## src/rtl/hazard_stall_unit_if.sv

```systemverilog
// Hazard unit bundle: ID/EX/MEM operand and destination info in, pipeline holds, flush and statistics out.
// The pipeline (master) drives the stage fields and reads back the controls; the hazard unit is the slave.
interface hazard_stall_unit_if #(
    parameter int CW = 16
);
    logic [4:0]    ID_rs;
    logic [4:0]    ID_rt;
    logic          ID_use_rs;
    logic          ID_use_rt;
    logic          ID_branch;
    logic          ID_taken;
    logic [4:0]    EX_RW;
    logic          EX_regwe;
    logic          EX_memread;
    logic [4:0]    MEM_RW;
    logic          MEM_memread;
    logic          clr_counters;

    logic          PC_stall;
    logic          IFID_stall;
    logic          IDEX_bubble;
    logic          IFID_flush;
    logic [1:0]    stall_state;
    logic [CW-1:0] load_use_cnt;
    logic [CW-1:0] branch_stall_cnt;
    logic [CW-1:0] flush_cnt;

    modport master (
        output ID_rs, ID_rt, ID_use_rs, ID_use_rt, ID_branch, ID_taken,
               EX_RW, EX_regwe, EX_memread, MEM_RW, MEM_memread, clr_counters,
        input  PC_stall, IFID_stall, IDEX_bubble, IFID_flush, stall_state,
               load_use_cnt, branch_stall_cnt, flush_cnt
    );

    modport slave (
        input  ID_rs, ID_rt, ID_use_rs, ID_use_rt, ID_branch, ID_taken,
               EX_RW, EX_regwe, EX_memread, MEM_RW, MEM_memread, clr_counters,
        output PC_stall, IFID_stall, IDEX_bubble, IFID_flush, stall_state,
               load_use_cnt, branch_stall_cnt, flush_cnt
    );
endinterface

```

## src/rtl/hazard_stall_unit.sv

```systemverilog
// Stall/bubble/flush generation for hazards forwarding cannot cover, plus saturating hazard statistics.
// Controls are combinational in the same cycle, counters update on the next edge; no backpressure, stall is the hold.
module hazard_stall_unit #(
    parameter int CW = 16
) (
    input logic               clk,
    input logic               rst,
    hazard_stall_unit_if.slave hz
);
    typedef enum logic [1:0] {
        RUN      = 2'b00,
        BR_WAIT2 = 2'b01
    } state_t;

    state_t state;

    logic m_ex_s, m_ex_t, m_mem_s, m_mem_t;
    logic m_ex, m_mem;
    logic h_lu, h_br1, h_br2;
    logic stall_raw, flush_raw, branch_cause;

    always_comb begin
        m_ex_s  = hz.ID_use_rs && (hz.ID_rs != 5'd0) && (hz.ID_rs == hz.EX_RW)  && hz.EX_regwe;
        m_ex_t  = hz.ID_use_rt && (hz.ID_rt != 5'd0) && (hz.ID_rt == hz.EX_RW)  && hz.EX_regwe;
        m_mem_s = hz.ID_use_rs && (hz.ID_rs != 5'd0) && (hz.ID_rs == hz.MEM_RW) && hz.MEM_memread;
        m_mem_t = hz.ID_use_rt && (hz.ID_rt != 5'd0) && (hz.ID_rt == hz.MEM_RW) && hz.MEM_memread;
        m_ex    = m_ex_s | m_ex_t;
        m_mem   = m_mem_s | m_mem_t;

        h_lu  = ~hz.ID_branch & hz.EX_memread & m_ex;
        h_br1 =  hz.ID_branch & ((~hz.EX_memread & m_ex) | m_mem);
        h_br2 =  hz.ID_branch & hz.EX_memread & m_ex;

        branch_cause = (state == BR_WAIT2) | h_br1 | h_br2;
        stall_raw    = branch_cause | h_lu;
        // The taken branch only squashes IF/ID on the cycle it actually leaves ID.
        flush_raw    = hz.ID_taken & ~stall_raw;
    end

    // Reset forces the controls low immediately, independent of the hazard inputs.
    assign hz.PC_stall    = stall_raw & ~rst;
    assign hz.IFID_stall  = stall_raw & ~rst;
    assign hz.IDEX_bubble = stall_raw & ~rst;
    assign hz.IFID_flush  = flush_raw & ~rst;
    assign hz.stall_state = state;

    // A load in EX feeding a branch needs two cycles; the second is owned by BR_WAIT2.
    always_ff @(posedge clk or posedge rst) begin
        if (rst) begin
            state <= RUN;
        end else begin
            case (state)
                RUN:      if (h_br2) state <= BR_WAIT2;
                BR_WAIT2: state <= RUN;
                default:  state <= RUN;
            endcase
        end
    end

    localparam logic [CW-1:0] CNT_MAX = '1;
    localparam logic [CW-1:0] CNT_ONE = CW'(1);

    logic [CW-1:0] load_use_q, branch_q, flush_q;

    always_ff @(posedge clk or posedge rst) begin
        if (rst) begin
            load_use_q <= '0;
            branch_q   <= '0;
            flush_q    <= '0;
        end else if (hz.clr_counters) begin
            load_use_q <= '0;
            branch_q   <= '0;
            flush_q    <= '0;
        end else begin
            // Each stall cycle is charged to exactly one cause, branch taking precedence.
            if (stall_raw) begin
                if (branch_cause) begin
                    if (branch_q != CNT_MAX) branch_q <= branch_q + CNT_ONE;
                end else begin
                    if (load_use_q != CNT_MAX) load_use_q <= load_use_q + CNT_ONE;
                end
            end
            if (flush_raw && (flush_q != CNT_MAX)) flush_q <= flush_q + CNT_ONE;
        end
    end

    assign hz.load_use_cnt     = load_use_q;
    assign hz.branch_stall_cnt = branch_q;
    assign hz.flush_cnt        = flush_q;
endmodule

```

## src/flat_wrapper.sv

```systemverilog
// flat-port wrapper written by rule: the top's interface ports become plain ports
module hazard_stall_unit_flat 
#(
    parameter int CW = 16
)
  (clk, rst, hz_ID_rs, hz_ID_rt, hz_ID_use_rs, hz_ID_use_rt, hz_ID_branch, hz_ID_taken, hz_EX_RW, hz_EX_regwe, hz_EX_memread, hz_MEM_RW, hz_MEM_memread, hz_clr_counters, hz_PC_stall, hz_IFID_stall, hz_IDEX_bubble, hz_IFID_flush, hz_stall_state, hz_load_use_cnt, hz_branch_stall_cnt, hz_flush_cnt);
  hazard_stall_unit_if #(.CW(CW)) hz_i ();
  input logic clk;
  input logic rst;
  input wire logic [$bits(hz_i.ID_rs)-1:0] hz_ID_rs;
  input wire logic [$bits(hz_i.ID_rt)-1:0] hz_ID_rt;
  input wire logic [$bits(hz_i.ID_use_rs)-1:0] hz_ID_use_rs;
  input wire logic [$bits(hz_i.ID_use_rt)-1:0] hz_ID_use_rt;
  input wire logic [$bits(hz_i.ID_branch)-1:0] hz_ID_branch;
  input wire logic [$bits(hz_i.ID_taken)-1:0] hz_ID_taken;
  input wire logic [$bits(hz_i.EX_RW)-1:0] hz_EX_RW;
  input wire logic [$bits(hz_i.EX_regwe)-1:0] hz_EX_regwe;
  input wire logic [$bits(hz_i.EX_memread)-1:0] hz_EX_memread;
  input wire logic [$bits(hz_i.MEM_RW)-1:0] hz_MEM_RW;
  input wire logic [$bits(hz_i.MEM_memread)-1:0] hz_MEM_memread;
  input wire logic [$bits(hz_i.clr_counters)-1:0] hz_clr_counters;
  output wire logic [$bits(hz_i.PC_stall)-1:0] hz_PC_stall;
  output wire logic [$bits(hz_i.IFID_stall)-1:0] hz_IFID_stall;
  output wire logic [$bits(hz_i.IDEX_bubble)-1:0] hz_IDEX_bubble;
  output wire logic [$bits(hz_i.IFID_flush)-1:0] hz_IFID_flush;
  output wire logic [$bits(hz_i.stall_state)-1:0] hz_stall_state;
  output wire logic [$bits(hz_i.load_use_cnt)-1:0] hz_load_use_cnt;
  output wire logic [$bits(hz_i.branch_stall_cnt)-1:0] hz_branch_stall_cnt;
  output wire logic [$bits(hz_i.flush_cnt)-1:0] hz_flush_cnt;
  assign hz_i.ID_rs = hz_ID_rs;
  assign hz_i.ID_rt = hz_ID_rt;
  assign hz_i.ID_use_rs = hz_ID_use_rs;
  assign hz_i.ID_use_rt = hz_ID_use_rt;
  assign hz_i.ID_branch = hz_ID_branch;
  assign hz_i.ID_taken = hz_ID_taken;
  assign hz_i.EX_RW = hz_EX_RW;
  assign hz_i.EX_regwe = hz_EX_regwe;
  assign hz_i.EX_memread = hz_EX_memread;
  assign hz_i.MEM_RW = hz_MEM_RW;
  assign hz_i.MEM_memread = hz_MEM_memread;
  assign hz_i.clr_counters = hz_clr_counters;
  assign hz_PC_stall = hz_i.PC_stall;
  assign hz_IFID_stall = hz_i.IFID_stall;
  assign hz_IDEX_bubble = hz_i.IDEX_bubble;
  assign hz_IFID_flush = hz_i.IFID_flush;
  assign hz_stall_state = hz_i.stall_state;
  assign hz_load_use_cnt = hz_i.load_use_cnt;
  assign hz_branch_stall_cnt = hz_i.branch_stall_cnt;
  assign hz_flush_cnt = hz_i.flush_cnt;
  hazard_stall_unit #(.CW(CW)) u_core (.clk(clk), .rst(rst), .hz(hz_i));
endmodule
```

## config.mk

```make
export PLATFORM = sky130hd
export DESIGN_NAME = hazard_stall_unit_flat
export DESIGN_NICKNAME = d
export VERILOG_FILES = /design/src/rtl/hazard_stall_unit_if.sv /design/src/rtl/hazard_stall_unit.sv /design/src/flat_wrapper.sv
export SDC_FILE = /design/constraint.sdc
export NUM_CORES = 1
export LEC_CHECK = 0
export BUFFER_PORTS_ARGS = -buffer_cell sky130_fd_sc_hd__buf_2
export CAP_MARGIN = 20
export CORE_UTILIZATION = 35
export CTS_CLUSTER_DIAMETER = 120
export CTS_CLUSTER_SIZE = 16
export DETAILED_ROUTE_END_ITERATION = 16
export GPL_TIMING_DRIVEN = 1
export PLACE_DENSITY = 0.59
export SLEW_MARGIN = 20
export SYNTH_ARGS = -nofsm -noshare
export SYNTH_HDL_FRONTEND = slang
export SYNTH_SLANG_ARGS = --single-unit
```

## constraint.sdc

```tcl
create_clock -name clk -period 3 [get_ports clk]
set_input_delay 0.6 -clock clk [delete_from_list [all_inputs] [get_ports clk]]
set_output_delay 0.6 -clock clk [all_outputs]
set_load 0.01 [all_outputs]
```

==> flow_summary_export.csv <==
group,metric,value,unit
final_layout,fillers,827,
drt,dr.pass1.iters,4,
synthesis,synth_top_area_share,40.1,%
synthesis,synth_commonest_cells,"dfrtp_1, nor2_1, nand3_1",
sta,timing.hold.ws,0.499,ns
synthesis,synth_top_cells_by_area,"dfrtp_1, xnor2_1, or4_1",
sta,final-hold-violation-count,0,
sta,tns,0,ns
synthesis,synthDistinctLibCells,42,
clock_tree,clockBufferDepth,2,
global_route,grt_pass1_wl,12100,um
synthesis,synth-main-ff-cell,"dfrtp_1",
sta,rsz0062_at_grt,"true",
final_layout,layout-drive-gt1-share,30.5,%
drt,postRouteAntennaNets,0,
die,io_pins,84,
power_and_ir_drop,p_leak,1.76,nW
sta,slew_headroom,57.0,%
final_layout,regArea,0.00123,mm^2
synthesis,synth_top_family_by_area,"simple AND/OR/NAND/NOR gates",
synthesis,postSynthCellCount,341,
synthesis,synth-simple-area-share,28.2,%
worst_setup_path,crit_path_max_fanout,3,
drt,drc,0,
placement,io_buffers,82,
final_layout,antennaDiodeCount,0,
sta,fmax,334,MHz
placement,routabilityCongestion,0.845,
synthesis,avgSynthCellArea,8.97,um^2
synthesis,synth_edf_count,0,
clock_tree,clkTransAtPathRegs,0.09,ns
worst_setup_path,cp-end-kind,"output port",
clock_tree,numCtsBuffers,5,
synthesis,syn-cell-area,0.00306,mm^2
worst_setup_path,r2r_end,"u_core.hz.branch_stall_cnt[6]$_DFFE_PP0P_",
global_route,grt_max_degree,63,
die,die_w,95.5,um
global_route,grt_use_met1,22.7,%
clock_tree,cts_root_buf,"clkbuf_8",
placement,dpl_cell_area,0.00366,mm^2
synthesis,yosysWarnings,0,
die,start_util,36.7,%
worst_hold_path,min-delay-path-class,"in2async",
power_and_ir_drop,pwr_density_cell,312,mW/mm^2
synthesis,yosysSeqAreaShare,40.1,%
power_and_ir_drop,ir_worst_vdd,0.159,mV
worst_setup_path,path_class,"in2out",
sta,min_period,3.00,ns
worst_setup_path,start_kind,"input port",
drt,viasPerCell,5.27,
die,core_area,0.00834,mm^2
clock_tree,clock-sinks,49,
final_layout,layoutNonFillerInstCount,538,
worst_setup_path,cp_data_arrival_time,2.40,ns
worst_setup_path,crit_required,2.40,ns
flow_run,maxCapViolCount,0,
clock_tree,htree_levels,2,
synthesis,yosysMostFrequentCell,"dfrtp_1",
outcome,status,"finished, final reports clean",
die,die_y,95.5,um
sta,finalSetupViolCount,0,
global_route,gr-usage-met3,3.51,%
synthesis,synth_xor_area_share,9.16,%
die,die_area,0.00912,mm^2
sta,worst_pin_slew,0.645,ns
sta,layout_worst_path_cycle_share,99.9,%
synthesis,async_flop_share,100,%
die,std_cell_rows,33,
final_layout,final_core_util,45.4,%
final_layout,final_area,0.00378,mm^2
final_layout,syn_to_final_growth,23.7,%
drt,vias,2836,
global_route,grt_usage,16.8,%
global_route,gr-usage-met2,27.3,%
drt,wirelength,7460,um
worst_setup_path,rrSetupSlack,0.57,ns
placement,dp.cells,527,
global_route,grt_overflow,0,
final_layout,multi_input_area,0.00173,mm^2
sta,slew_violations,0,
synthesis,ys_seq_elements,49,
clock_tree,cts_hold_buf,0,
worst_setup_path,rr_startpoint,"u_core.hz.branch_stall_cnt[3]$_DFFE_PP0P_",
drt,wl_per_cell,13.9,um
global_route,grt_antenna_before_repair,0,
global_route,grt_pass1_vias,2600,
final_layout,fin_nets,465,
synthesis,synth_fa_ha_area_share,1.23,%
synthesis,synth_compound_area_share,11.8,%
clock_tree,insertion_delay,0.30,ns
synthesis,yosys.area.top_type,"dfrtp_1",
placement,place.detailed.hpwl,5260,um
worst_setup_path,rr_worst_depth,7,
drt,drtIter0Drc,105,
synthesis,syn_nets,374,
clock_tree,cts_tree,"built",
sta,fin_skew,0.00502,ns
synthesis,synthMuxAreaShare,4.74,%
global_route,grt-busiest-layer,"met2",
## critical path: stages
cell and delay [ns]:
buf_2 0.10, or4_4 0.54, o21ai_4 0.17, nor4_1 0.08, o211a_1 0.22, or3_4 0.37, and2_4 0.18, buf_2 0.13
## through the flow
step,setup WS (ns),power (mW)
after global placement,-0.0335,0.811
after detailed placement,-0.0698,0.813
after floorplan,-0.105,0.756
after CTS,0.00323,1.20
final,0.00155,1.18
after global routing,-0.0788,1.24
## report_power, final
part	switching (mW)	internal, mW	total, mW
sequential	0.00415	0.662	0.667
clock	0.213	0.166	0.380
combinational	0.0788	0.0575	0.136
## layout by cell type, fill, tap and decap left out, types with 2 or more instances in the layout
cell type  instances
o21ai_0            7
clkbuf_8           5
buf_4             21
nor2_1            33
inv_1             14
mux2_2            12
nand4_1           13
and4_1             3
o31ai_1           14
or4_4              4
or3_1              7
xnor2_1           18
nand3_1           24
a21oi_1           22
nor2b_1           11
ha_1               3
nor4b_1            3
nor3_1             7
a211oi_1           2
clkbuf_1           3
or4_1             14
nor4_1             4
buf_2             81
dfrtp_1           49
a41o_1             2
and3_1             8
nand2_1           17
xor2_1            14
## cell type report
cell class                 instances  area share, %
clock buffer                       8           2.12
inverter                          15           1.49
multi-input combinational        259           45.7
sequential                        49           32.4
tap                              105           3.47
timing repair buffer             102           14.9
## how the worst max path moves through the flow
stage / cells past startpoint / slack, ns / end / from
2_1_floorplan: 9 / -0.10 / hz_IFID_stall / hz_ID_rt[0]
3_3_place_gp: 9 / -0.03 / u_core.hz.flush_cnt[15]$_DFFE_PP0P_ / hz_ID_rt[0]
3_5_place_dp: 9 / -0.07 / u_core.hz.flush_cnt[15]$_DFFE_PP0P_ / hz_ID_rt[0]
4_1_cts: 8 / 0.003 / hz_IFID_stall / hz_ID_rs[1]
5_1_grt: 8 / -0.08 / hz_IDEX_bubble / hz_ID_rs[1]
6_report: 8 / 0.002 / hz_IFID_stall / hz_ID_rs[1]
## state kept, by name, indices dropped and copies added, names as in the netlist
register / count
u_core.hz.branch_stall_cnt: 16
u_core.hz.flush_cnt: 16
u_core.hz.stall_state: 1
u_core.hz.load_use_cnt: 16
## per-layer routing
metal / part of all wire [%] / wire length [um] / vias up
li1: - / - / 1415
met2: 47 / 3540 / 69
met1: 46 / 3470 / 1347
met4: 0.98 / 73 / 0
met5: 0 / 0 / -
met3: 5.0 / 376 / 5
## cell families (layout without fill, tap and decap cells)
group | after synthesis | in the layout
other | 1 | 1
xor gates and xnor gates | 32 | 32
adders and majority gates | 3 | 3
buffers and inverters | 33 | 125
AOI/OAI and AO/OA | 54 | 54
muxes | 13 | 13
and+or+nand+nor | 156 | 156
DFF | 49 | 49
## what timing repair did
action                                  4_1_cts  5_1_grt
endpoints found under the setup margin        4        4
gates resized for setup                       3        2
setup buffers                                 2        1
endpoints found under the hold margin         0        0
pin swaps                                     4        2
Power figures use the tool's default switching activity.
